===== src/rtl/time_keeper.sv =====
// ---------------------------------------------------------------------------
// time_keeper
//
// Keeps the BCD time of day and the alarm setting for the alarm clock and
// turns keypad digits into new time or alarm values.
//
// Ports:
//   clk          system clock, rising edge
//   reset        asynchronous, active-high; clears all state
//   one_minute   single-cycle pulse; advances current_time by one minute
//   key_valid    single-cycle strobe qualifying key
//   key[3:0]     0-9 digit, 4'hA clear, 4'hB-4'hF ignored
//   load_time    single-cycle strobe; commits the buffer to current_time
//   load_alarm   single-cycle strobe; commits the buffer to alarm_time
//   current_time BCD {ms_hour, ls_hour, ms_min, ls_min}
//   alarm_time   BCD, same layout
//   key_buffer   digits entered so far, newest digit in [3:0]
//   show_keypad  high while an entry is in progress
//   load_error   one-cycle pulse when a load is rejected
//
// Configuration macro: TIME_KEEPER_TIMEOUT_EN
//   defined   - an unfinished entry is abandoned after TIMEOUT_CYCLES idle
//               clocks following the last digit
//   undefined - no timeout counter; entry lasts until a clear or a load
// ---------------------------------------------------------------------------
module time_keeper #(
    parameter logic [31:0] TIMEOUT_CYCLES = 32'd50_000_000
) (
    input  logic        clk,
    input  logic        reset,
    input  logic        one_minute,
    input  logic        key_valid,
    input  logic [3:0]  key,
    input  logic        load_time,
    input  logic        load_alarm,
    output logic [15:0] current_time,
    output logic [15:0] alarm_time,
    output logic [15:0] key_buffer,
    output logic        show_keypad,
    output logic        load_error
);

    typedef enum logic {
        IDLE  = 1'b0,
        ENTRY = 1'b1
    } state_t;

    state_t     state;
    logic [2:0] digit_cnt;

    logic is_digit;
    logic is_clear;
    logic any_load;
    logic load_ok;
    logic tick_en;
    logic timeout_hit;

    // Legal 24-hour HH:MM in BCD.
    function automatic logic valid_time(input logic [15:0] t);
        logic [3:0] mh, lh, mm, lm;
        {mh, lh, mm, lm} = t;
        valid_time = (mh <= 4'd2) && (lh <= 4'd9) && (mm <= 4'd5) &&
                     (lm <= 4'd9) && !((mh == 4'd2) && (lh > 4'd3));
    endfunction

    // One-minute BCD increment with the 23:59 -> 00:00 wrap.
    function automatic logic [15:0] next_minute(input logic [15:0] t);
        logic [3:0] mh, lh, mm, lm;
        {mh, lh, mm, lm} = t;
        if (lm != 4'd9) begin
            lm = lm + 4'd1;
        end else begin
            lm = 4'd0;
            if (mm != 4'd5) begin
                mm = mm + 4'd1;
            end else begin
                mm = 4'd0;
                if ((mh == 4'd2) && (lh == 4'd3)) begin
                    mh = 4'd0;
                    lh = 4'd0;
                end else if (lh == 4'd9) begin
                    lh = 4'd0;
                    mh = mh + 4'd1;
                end else begin
                    lh = lh + 4'd1;
                end
            end
        end
        next_minute = {mh, lh, mm, lm};
    endfunction

    always_comb begin
        is_digit = key_valid && (key <= 4'd9);
        is_clear = key_valid && (key == 4'hA);
        any_load = load_time || load_alarm;
        load_ok  = (state == ENTRY) && (digit_cnt == 3'd4) && valid_time(key_buffer);
        // An accepted time load overrides a coincident tick.
        tick_en  = one_minute && !(load_time && load_ok);
    end

`ifdef TIME_KEEPER_TIMEOUT_EN
    logic [31:0] idle_cnt;

    assign timeout_hit = (state == ENTRY) && (idle_cnt == TIMEOUT_CYCLES - 32'd1);

    // Counts clocks in ENTRY since the last digit. Ignored keys (B-F) do not
    // restart it; anything that ends the entry or shifts a digit does.
    always_ff @(posedge clk or posedge reset) begin
        if (reset) begin
            idle_cnt <= 32'd0;
        end else if ((state == ENTRY) && !any_load && !is_clear && !is_digit && !timeout_hit) begin
            idle_cnt <= idle_cnt + 32'd1;
        end else begin
            idle_cnt <= 32'd0;
        end
    end
`else
    // No counter in this build; the parameter only stays for a uniform
    // instantiation interface and folds away to a constant.
    assign timeout_hit = 1'b0 & (TIMEOUT_CYCLES == 32'd0);
`endif

    // Single sequential block: entry FSM, time/alarm registers and all
    // registered outputs. Priority: load > clear > digit > timeout.
    always_ff @(posedge clk or posedge reset) begin
        if (reset) begin
            state        <= IDLE;
            digit_cnt    <= 3'd0;
            current_time <= 16'h0000;
            alarm_time   <= 16'h0000;
            key_buffer   <= 16'h0000;
            show_keypad  <= 1'b0;
            load_error   <= 1'b0;
        end else begin
            load_error <= 1'b0;

            // Timekeeping runs regardless of entry state; an accepted time
            // load below overwrites it in the same cycle.
            if (tick_en) begin
                current_time <= next_minute(current_time);
            end

            if (any_load) begin
                // The load sees the pre-shift buffer; a coincident key is lost.
                if (load_ok) begin
                    if (load_time)  current_time <= key_buffer;
                    if (load_alarm) alarm_time   <= key_buffer;
                end else begin
                    load_error <= 1'b1;
                end
                key_buffer  <= 16'h0000;
                digit_cnt   <= 3'd0;
                state       <= IDLE;
                show_keypad <= 1'b0;
            end else if (is_clear || (timeout_hit && !is_digit)) begin
                key_buffer  <= 16'h0000;
                digit_cnt   <= 3'd0;
                state       <= IDLE;
                show_keypad <= 1'b0;
            end else if (is_digit) begin
                key_buffer  <= {key_buffer[11:0], key};
                if (digit_cnt != 3'd4) begin
                    digit_cnt <= digit_cnt + 3'd1;
                end
                state       <= ENTRY;
                show_keypad <= 1'b1;
            end
        end
    end

endmodule

===== config.mk =====
export PLATFORM = sky130hd
export DESIGN_NAME = time_keeper
export DESIGN_NICKNAME = d
export VERILOG_FILES = /design/src/rtl/time_keeper.sv
export SDC_FILE = /design/constraint.sdc
export NUM_CORES = 1
export LEC_CHECK = 0
export CORE_AREA = 2 2 80 82
export CTS_CLUSTER_DIAMETER = 50
export DETAILED_ROUTE_END_ITERATION = 6
export DIE_AREA = 0 0 82 84
export GPL_ROUTABILITY_DRIVEN = 1
export PLACE_DENSITY_LB_ADDON = 0.1
export SLEW_MARGIN = 20
export SYNTH_ARGS = -nofsm -noshare
export SYNTH_HDL_FRONTEND = slang
export SYNTH_SLANG_ARGS = --single-unit

===== constraint.sdc =====
create_clock -name clk -period 2 [get_ports clk]
set_clock_uncertainty 0.05 [all_clocks]
set_input_delay 0.5 -clock clk [delete_from_list [all_inputs] [get_ports clk]]
set_output_delay 0.5 -clock clk [all_outputs]
set_load 0.02 [all_outputs]

==> results.yml, run 1 <==
drt:
  vias_per_cell: 5.249
  detail_route.iter0.violations: 159
  firstDrtPassIters: 4
  ant_nets: 0
  vias: 2257
  wl_mm: 6.462
  wl_per_cell_um: 15.03
  route.detailed.drc: 0
clock_network:
  cts_sinks: 53
  clkSlewWorstSetupHoldPaths_ns: 0.10
  cts_htree_levels: 2
  clock_path_buffers: 2
  cts_tree: "yes"
  cts_inserted_buffers: 5
  clock_latency_ns: 0.30
  clock-root-buffer: "clkbuf_8"
  cts_hold_buf: 0
floorplan:
  core_area_um2: 6096
  start_util_pct: 43.62
  die_w_um: 82
  die-area_um2: 6888
  row_count: 29
  fp.dieH_um: 84
  io_pins: 60
synth:
  synth_cells: 254
  yosysUniqueCellTypes: 49
  synth_seq_cells: 53
  ys_warn_count: 0
  async_reset_ff_share_pct: 100.0
  synth_nets: 268
  ys.flop_type: "dfrtp_1"
  syn-cell-area_um2: 2659
  ys_seq_area_share_pct: 49.88
  syn_avg_cell_area_um2: 10.47
  synth_edf_count: 0
global_routing:
  grt_pass1_vias: 2143
  grt_pass1_wl_mm: 10.45
  grt.overflow.total: 0
  antenna_found_initial: 0
  grt_use_total_pct: 19.67
  grt_max_degree: 54
critical_path:
  crit_arrival_ns: 2.10
  worstSetupStartpointType: "register"
  endpoint_kind: "register"
  required_ns: 2.15
  cp_max_fo: 3
  worstSetupPathType: "reg -> reg"
placed_design:
  portBuffers: 59
  gp_congestion: 0.8797
  dp_cells: 417
  post-dp-hpwl_mm: 4.589
  placed_cell_area_um2: 3620
timing:
  setup_tns_ns: 0
  setup-violations-final: 0
  fmax_mhz: 511.8
  fin_crit_ns: 1.954
  rsz0062_at_grt: "yes"
  hold_violations: 0
  tightest_slew_ns: 0.4407
  maxSlewHeadroom_pct: 70.22
  finalCritPeriodShare_pct: 97.70
  finalMaxSlewViolations: 0
pwr:
  pwr_density_cell_nw_per_um2: 765.6
  p_leak_nw: 1.897
  max-vdd-ir-drop_mv: 0.5864
cells_and_area:
  areaGrowthSynthToFinish_pct: 45.51
  design_area_um2: 3869
  layout.cells.non_filler: 430
  antenna_cells: 0
  drive_above_1_share_pct: 26.91
  nNetsFinal: 366
job:
  cap_violations: 0
worst_hold_path:
  hp-class: "reg -> reg"
status:
  status: "finished, final reports clean"
worst max-delay path, cell delays in order, from the launching register on:
cell and delay [ns]:
dfrtp_1 0.44, nor4b_4 0.33, nand2_2 0.11, nor4_4 0.40, buf_4 0.22, mux2_4 0.29
cells by family (layout without fill, tap and decap cells):
group | after synthesis | after routing | share of synthesized area [%]
simple gates | 88 | 88 | 17.93
compound gates | 49 | 49 | 11.53
xor+xnor | 7 | 7 | 2.306
mux | 26 | 26 | 11.91
buf+inv | 27 | 126 | 4.564
flops | 53 | 53 | 49.88
fa+ha+maj | 4 | 4 | 1.882
metrics by stage:
step                hold WS, ns  worst slack [ns]  total power [mW]  util, %
CTS                      0.4700         -0.006257             2.995    62.09
detailed placement       0.4448           -0.3864             2.242    59.38
global placement         0.4392           -0.3701             2.220    59.38
floorplan                0.4879          -0.08182             1.823        -
finish                   0.4591           0.04600             2.962    63.46
global route             0.4924          -0.05551             3.122    63.46
state kept, by name (all words and copies together), names as in the netlist:
| register | flops |
|---|---|
| current_time | 16 |
| key_buffer | 16 |
| state | 1 |
| load_error | 1 |
| alarm_time | 16 |
| digit_cnt | 3 |
metal layers:
metal	GRT usage, %	wire length, um	vias up
met5	0	0	-
met2	28.82	3046	58
met1	29.22	3067	1099
met4	5.152	48	0
li1	-	-	1096
met3	4.437	298	4
final cells by class:
cell class / instances / area [um2]
inverter: 15 / 56.30
clock inverter: 2 / 37.54
fill: 527 / 2227
sequential: 53 / 1330
tap: 77 / 96.34
timing repair buffer: 103 / 988.4
multi-input combinational: 174 / 1277
clock buffer: 6 / 82.58
layout by cell type (no fill, tap or decap), types with 2 or more instances in the layout:
| cell | count |
|---|---|
| dfrtp_1 | 50 |
| clkdlybuf4s50_1 | 39 |
| buf_4 | 38 |
| nand2_1 | 37 |
| a21oi_1 | 21 |
| dlymetal6s2s_1 | 14 |
| mux2_4 | 13 |
| inv_1 | 12 |
| nor2_1 | 11 |
| mux2_2 | 11 |
| o21ai_0 | 8 |
| nand3_1 | 7 |
| xnor2_1 | 6 |
| clkbuf_8 | 6 |
| dlygate4sd2_1 | 6 |
| nor2b_1 | 4 |
| nor3_1 | 4 |
| nor4_1 | 4 |
| buf_6 | 4 |
| inv_2 | 3 |
| o22ai_1 | 3 |
| nand4_1 | 3 |
| o31ai_1 | 3 |
| ha_1 | 3 |
| dfrtp_2 | 3 |
| nand2_2 | 2 |
| and3_1 | 2 |
| mux2i_1 | 2 |
| o41a_1 | 2 |
| nand4bb_1 | 2 |
| a31oi_1 | 2 |
| buf_12 | 2 |
synthesized netlist by cell type (2+ instances only):
library cell	instances	share of area, %
nand4bb_1	2	0.85
xnor2_1	6	2.0
mux2_2	17	7.2
a31oi_1	2	0.47
nor2_1	11	1.6
nor4_1	4	0.94
buf_6	2	0.85
ha_1	4	1.9
mux2_4	7	4.0
and3_1	2	0.47
o22ai_1	3	0.71
nand4_1	3	0.71
nand3_1	7	1.3
o41a_1	2	0.85
inv_1	15	2.1
dfrtp_1	53	50
clkbuf_1	7	0.99
nor3_1	4	0.75
nor2b_1	4	0.94
o21ai_0	8	1.5
a21oi_1	21	4.0
o31ai_1	4	1.1
nand2_1	39	5.5
mux2i_1	2	0.75
final timing paths:
path	from	to	slack (ns)	cells past startpoint
worst min-delay path	alarm_time[14]	alarm_time[14]	0.46	1
max in group asynchronous	reset	current_time[10]	1.15	3
worst min register to register	alarm_time[14]	alarm_time[14]	0.46	1
worst max-delay path	key_buffer[14]	alarm_time[3]	0.05	5
worst max register to register	key_buffer[14]	alarm_time[3]	0.05	5
min in group asynchronous	reset	alarm_time[0]	0.49	3
timing repair:
action	4_1_cts	5_1_grt
resized for setup	14	23
endpoints found under the setup margin	29	37
pin swaps	0	2
setup buffers	3	1
gates cloned	0	1
power breakdown:
part | leakage [nW] | internal (mW) | switching, mW
Clock | 0.0574 | 0.407 | 0.352
Sequential | 0.712 | 1.17 | 0.130
Combinational | 1.13 | 0.458 | 0.443
Total | 1.90 | 2.04 | 0.926
Note: power is estimated with default switching activity, not from simulation.
==> run 2: changes to the inputs <==
--- a/config.mk
+++ b/config.mk
@@ -11,7 +11,7 @@
 export DIE_AREA = 0 0 82 84
 export GPL_ROUTABILITY_DRIVEN = 1
 export PLACE_DENSITY_LB_ADDON = 0.1
-export SLEW_MARGIN = 20
+export SLEW_MARGIN = 25
 export SYNTH_ARGS = -nofsm -noshare
 export SYNTH_HDL_FRONTEND = slang
 export SYNTH_SLANG_ARGS = --single-unit
==> results of run 2 <==
Same layout as run 1: the final DEF is identical, and so are final timing and power.
